File: src/rtl/decoder_n_scan.sv
// decoder_n_scan
//   Registered N-to-2^N one-hot (or one-cold) decoder with a self-stepping
//   scan mode. In direct mode it decodes the held/loaded index; in scan mode
//   the index advances up or down every PERIOD cycles, with a one-cycle Wrap
//   pulse on each wrap-around.
//
// Ports
//   clka   : clock, all state updates on the rising edge
//   rst    : asynchronous active-high reset
//   E      : enable; low forces Out inactive and freezes the index
//   Mode   : 0 direct decode, 1 scan
//   Dir    : scan direction, 0 up, 1 down
//   Load   : load In into the index (either mode)
//   In     : index to load
//   Out    : registered select, exactly one bit active when E was high
//   Index  : current index register
//   Wrap   : one-cycle pulse coincident with the post-wrap index on Out
module decoder_n_scan #(
  parameter int N          = 3,
  parameter int PERIOD     = 1,
  parameter int ACTIVE_LOW = 0
) (
  input  logic                clka,
  input  logic                rst,
  input  logic                E,
  input  logic                Mode,
  input  logic                Dir,
  input  logic                Load,
  input  logic [N-1:0]        In,
  output logic [(1<<N)-1:0]   Out,
  output logic [N-1:0]        Index,
  output logic                Wrap
);

  localparam int OW = 1 << N;
  // Keep the prescaler at least one bit wide; with PERIOD=1 it never leaves 0
  // and every scan cycle is a step cycle.
  localparam int PW = (PERIOD > 1) ? $clog2(PERIOD) : 1;

  localparam logic [PW-1:0] PRESC_LAST = PW'(PERIOD - 1);
  localparam logic [PW-1:0] PRESC_ONE  = PW'(1);
  localparam logic [N-1:0]  IDX_ONE    = N'(1);
  localparam logic [N-1:0]  IDX_MAX    = '1;

  function automatic logic [OW-1:0] inactive_pattern();
    return (ACTIVE_LOW != 0) ? {OW{1'b1}} : {OW{1'b0}};
  endfunction

  function automatic logic [OW-1:0] select_pattern(input logic [N-1:0] k);
    logic [OW-1:0] v;
    v    = '0;
    v[k] = 1'b1;
    return (ACTIVE_LOW != 0) ? ~v : v;
  endfunction

  logic [N-1:0]  idx_p0,   idx_nxt;
  logic [PW-1:0] presc_p0, presc_nxt;
  logic [OW-1:0] out_p0,   out_nxt;
  logic          wrap_p0,  wrap_nxt;

  // Next-state selection, in priority order: disable, load, direct, scan
  // count, scan step.
  always_comb begin
    idx_nxt   = idx_p0;
    presc_nxt = '0;
    out_nxt   = inactive_pattern();
    wrap_nxt  = 1'b0;
    if (!E) begin
      idx_nxt = idx_p0;
    end else if (Load) begin
      idx_nxt = In;
      out_nxt = select_pattern(In);
    end else if (!Mode) begin
      out_nxt = select_pattern(idx_p0);
    end else if (presc_p0 != PRESC_LAST) begin
      presc_nxt = presc_p0 + PRESC_ONE;
      out_nxt   = select_pattern(idx_p0);
    end else begin
      idx_nxt  = Dir ? (idx_p0 - IDX_ONE) : (idx_p0 + IDX_ONE);
      out_nxt  = select_pattern(idx_nxt);
      wrap_nxt = Dir ? (idx_p0 == '0) : (idx_p0 == IDX_MAX);
    end
  end

  // Stage p0: output register
  always_ff @(posedge clka or posedge rst) begin
    if (rst) begin
      idx_p0   <= '0;
      presc_p0 <= '0;
      out_p0   <= inactive_pattern();
      wrap_p0  <= 1'b0;
    end else begin
      idx_p0   <= idx_nxt;
      presc_p0 <= presc_nxt;
      out_p0   <= out_nxt;
      wrap_p0  <= wrap_nxt;
    end
  end

  assign Out   = out_p0;
  assign Index = idx_p0;
  assign Wrap  = wrap_p0;

endmodule
File: config.mk
export PLATFORM = sky130hd
export DESIGN_NAME = decoder_n_scan
export DESIGN_NICKNAME = d
export VERILOG_FILES = /design/src/rtl/decoder_n_scan.sv
export SDC_FILE = /design/constraint.sdc
export NUM_CORES = 1
export LEC_CHECK = 0
export CAP_MARGIN = 5
export CORE_UTILIZATION = 54
export CTS_BUF_LIST = sky130_fd_sc_hd__clkbuf_8
export DETAILED_ROUTE_END_ITERATION = 16
export GPL_ROUTABILITY_DRIVEN = 0
export GPL_TIMING_DRIVEN = 0
export PLACE_DENSITY = 0.93
export SYNTH_ARGS = -nofsm -noshare
export SYNTH_HDL_FRONTEND = slang
export SYNTH_SLANG_ARGS = --single-unit
export TNS_END_PERCENT = 30
File: constraint.sdc
create_clock -name clka -period 3.35 [get_ports clka]
set_input_delay 0.5025 -clock clka [delete_from_list [all_inputs] [get_ports clka]]
set_output_delay 0.5025 -clock clka [all_outputs]
set_load 0.005 [all_outputs]
==> Yosys cells after proc, flatten, opt, wreduce, memory -nomap -nowiden <==
Index checks and enable logic that the tools add are counted.
{ "totals": {"mem_count": 0, "in_bits": 9, "latch_bits": 0, "wordCells": 44, "romBits": 0, "output_inout_bits": 12, "mem_bits_rw": 0, "regBits": 13} }
{ "classes": {"shifts": 0, "bitwise_logic": 0, "addsub": 3, "n_reduce_logical": 6, "n_div": 0, "n_eq_ne": 2, "n_mul": 0, "magnitude_cmp": 6, "muxes": 23} }
{ "op_table": {"columns": ["op", "n"], "rows": [
  ["$mux 8", 4],
  ["$lt 3x4->1 const B", 3],
  ["$mux 1", 12],
  ["$mux 3", 4],
  ["$demux 1 s3", 3],
  ["$ge 3x1->1 const B", 3],
  ["$add 3x1->3 const B", 1],
  ["$eq 3x3->1 const B", 1],
  ["$logic_and 1x1->1", 3],
  ["$logic_not 3->1", 1],
  ["$reduce_and 3->1", 1],
  ["$sub 3x1->3 const B", 1],
  ["$ne 2x2->1 const B", 1],
  ["$reduce_bool 2->1", 1],
  ["$add 1x1->1 const B", 1]
]} }

==> Depth between registers and ports, before layout <==
{ "logic_depth": {"word_depth": 10, "depth_mapped": 5, "mapped_depth_nobuf": 4} }

==> Worst setup path after synthesis <==
No wires, ideal clock.
{ "synth_path": {"kind": "input to register", "startpoint": "input port Dir", "endpoint": "register out_p0[2] (netlist: Out[2])", "stages": 4, "required_ps": 3284, "path_slack_ps": 1491, "arrival_ps": 1792, "cell_sequence": "fa_1 -> xor3_2 -> nor3b_1 -> o311a_1"} }
{ "synth_between": {"elab_chain_len": 9, "elab_cells_between_ends": 10, "cone_classes": "order compare: 2; mux: 7; reduce/logical: 1"} }
{ "synth_rtl": {"columns": ["element", "line_no", "text"], "rows": [
  ["from (decl)", "27", "input logic Dir,"],
  ["$mux 3 (*)", "79", "idx_nxt = Dir ? (idx_p0 - IDX_ONE) : (idx_p0 + IDX_ONE);"],
  ["$lt 3x4->1 (not written as such) or $ge 3x1->1 (tied branches)", "52", "v[k] = 1'b1;"],
  ["$logic_and 1x1->1 (not written as such)", "52", null],
  ["$mux 1 (not written as such)", "52", null],
  ["$demux 1 s3 (*)", "52", null],
  ["$mux 8 (*)", "75", "end else if (presc_p0 != PRESC_LAST) begin"],
  ["$mux 8 (*)", "73", "end else if (!Mode) begin"],
  ["$mux 8 (*)", "70", "end else if (Load) begin"],
  ["$mux 8 (*)", "68", "if (!E) begin"],
  ["named net out_nxt[2]", "58", "logic [OW-1:0] out_p0, out_nxt;"],
  ["to (signal assigned)", "90", "out_p0 <= inactive_pattern();"],
  ["to (signal assigned)", "95", "out_p0 <= out_nxt;"],
  ["to (decl)", "58", null]
]} }
The timed path passes the listed nets; every way through them passes the cells marked *.
A chain may end at the register's enable or synchronous reset.

==> Worst setup path in the final report <==
Same ends and word-level chain as after synthesis.

==> impl_metrics.py <==
metrics = {
    "cts": {
        "clk_pin_slew_worst_paths_ps": 50,
        "cts_setup_buffers": 0,
        "cts_root_buffer": "clkbuf_8",
        "cts.repair.resized": 0,
        "ctsHoldBuffers": 0,
        "cts_made_buffers": 3,
        "cts_max_level": 1,
        "tritoncts_clock_tree": "done",
        "clock_sinks": 12,
        "cts.path.max_buffers": 2,
        "insertion_delay_ps": 240,
    },
    "power_and_ir_drop": {
        "worst_ir_drop_vdd_uv": 372,
        "cellPowerDensity_nw_per_um2": 463,
        "final_total_pwr_mw": 0.493,
        "total_leakage_power_nw": 0.468,
    },
    "final_layout": {
        "syn_to_final_growth_pct": 27.6,
        "fillerInstances": 89,
        "num_antenna_cells": 0,
        "postLayoutCellArea_um2": 1060,
        "fin_nets": 121,
        "drive_gt1_share_pct": 11.0,
    },
    "detailed_routing": {
        "final_antenna_net_count": 0,
        "drt_drc_violations_left": 0,
        "drt-pass1-iter-count": 4,
        "drt_iter0_drc": 54,
        "via_count": 827,
        "avgViaCountPerCell": 6.67,
        "finalWirelength_um": 1960,
        "detail_route.wl_per_cell_um": 15.8,
    },
    "setup_path": {
        "crit-reg2reg-capture": "Out[2]",
        "maximum_fanout_encountered_on_the_critical_timing_path": 6,
        "r2r_setup_slack_ps": 1340,
        "required_ps": 3530,
        "critPathLaunchType": "input pin",
        "setup.worst_path.class": "input pin to register",
        "reg2regPathDepth": 4,
        "timing.critical_path.from": "Dir",
        "crit_arrival_ps": 2510,
        "worstReg2RegStart": "Index[0]",
        "cp-end-kind": "register",
    },
    "placed_design": {
        "dp_hpwl_um": 1380,
        "port_buffers": 17,
        "postPlaceCellArea_um2": 1020,
    },
    "sta": {
        "timing.final.setup_violations": 0,
        "maxClockFrequency_mhz": 429,
        "timing_worst_slew_pin_value_ps": 445,
        "timing.final.max_slew_violations": 0,
        "rsz0062_at_grt": "false",
        "min_period_ps": 2330,
        "fin_skew_ps": 0.400,
        "slew-limit-headroom_pct": 70.3,
        "hold_viol_final": 0,
        "post-route-period-util_pct": 69.5,
        "summed_negative_setup_slack_over_all_endpoints_ps": 0,
    },
    "yosys": {
        "synthesis.instances": 89,
        "synthesized_nets": 99,
        "yosysSeqAreaShare_pct": 36.0,
        "synth_enable_flop_cells": 0,
        "ys_top_cells_by_area": "dfrtp_1 (36%), buf_6 (6.7%), a21oi_1 (4.2%), o21ai_0 (3.6%), o311a_1 (3.6%)",
        "syn_warnings": 0,
        "synth.top_cells.by_count": "dfrtp_1 (12), a21oi_1 (7), nand2_1 (6), o21ai_0 (6)",
        "yosys.cell_types.count": 34,
        "avgSynthCellArea_um2": 9.38,
        "yosysTopAreaCellShare_pct": 36.0,
        "synth.largest_area_cell": "dfrtp_1",
        "synth_async_sr_flop_share_pct": 100,
        "yosys.cell_count.top_type": "dfrtp_1",
        "postSynth.topFlopCell": "dfrtp_1",
        "synthesis.area_um2": 835,
        "synth.ff_latch_count": 12,
    },
    "run": {
        "cap_violations": 0,
    },
    "floorplan": {
        "std_cell_rows": 13,
        "initial_utilization_pct": 61.1,
        "die-width_um": 41.3,
        "floorplan.io_pins": 21,
        "coreArea_um2": 1370,
        "die-area_um2": 1710,
        "dieHeight_um": 41.3,
    },
    "outcome": {
        "status": "complete, no violations",
    },
    "grt": {
        "global_routing_usage_summed_across_all_routing_layers_pct": 27.6,
        "grt_max_degree": 13,
        "first_global_vias": 679,
        "antenna_found_initial": 0,
        "gr_overflow_total": 0,
        "grt_pass1_wl_um": 3080,
    },
    "hold_path": {
        "hp-class": "input pin to async pin",
    },
}
layer usage:
layer	routed length (um)	GRT usage [%]	part of all wire (%)
met5	0	0	0
met3	201	4.26	10
met4	59	14.5	3.0
met1	790	38.4	40
met2	904	41.0	46
where the power goes:
group	total [mW]	internal (mW)	switching, mW
logic	0.190	0.0976	0.0925
clock network	0.127	0.0788	0.0480
registers	0.176	0.159	0.0167
how the worst max path moves through the flow:
stage,end,depth (start not counted)
after detailed placement,Out[2],5
after CTS,Out[2],5
after floorplan,Out[2],4
after global placement,Out[2],5
final,Out[2],5
after global routing,Out[0],5
state kept, by name (all words and copies together), names as in the netlist:
register / cells
Index: 3
Wrap: 1
Out: 8
stage by stage:
| stage | setup slack, ps | cells | hold WS [ps] | utilization, % |
|---|---|---|---|---|
| 2_1_floorplan | 1490 | 89 | 367 | - |
| 3_3_place_gp | 834 | 121 | 681 | 74.9 |
| 3_5_place_dp | 798 | 121 | 686 | 74.9 |
| 4_1_cts | 1010 | 124 | 585 | 77.9 |
| 5_1_grt | 931 | 124 | 605 | 77.9 |
| 6_report | 1020 | 124 | 568 | 77.9 |
area by class of cell:
class / instances / area, um^2 / area share [%]
Sequential cell: 12 / 300 / 28.2
Timing Repair Buffer: 17 / 170 / 16.0
Clock buffer: 3 / 41.3 / 3.88
Inverter: 5 / 18.8 / 1.76
Buffer: 7 / 63.8 / 5.99
Tap cell: 15 / 18.8 / 1.76
Multi-Input combinational cell: 65 / 452 / 42.4
cells by family after synthesis:
logic type                 after synthesis  synth area share, %
buffers and inverters                   12                 9.90
and+or+nand+nor                         33                 22.9
xor gates and xnor gates                 3                 6.90
adders and majority gates                1                 2.40
DFF                                     12                 36.0
AOI/OAI and AO/OA                       28                 21.9
cells in the final DEF (no fill, tap or decap), types with 2 or more instances in the layout:
cell type,netlist,routed
clkbuf_8,0,3
nor2_1,4,4
o311a_1,3,3
a31oi_1,4,4
nand4_1,2,2
nor2b_1,3,3
a21oi_1,7,7
a22o_1,2,2
buf_6,5,5
clkdlybuf4s50_1,0,17
nand3_1,3,3
nand2_1,6,6
clkbuf_1,2,2
o21ai_0,6,6
dfrtp_1,12,12
inv_1,5,5
nor3b_1,3,3
o22ai_1,2,2
and3_1,3,3
worst max-delay path, cell delays in order:
cell,delay (ps)
clkdlybuf4s50_1,540
fa_1,550
xor3_2,480
nor3b_1,240
o311a_1,180
Power figures use the tool's default switching activity.
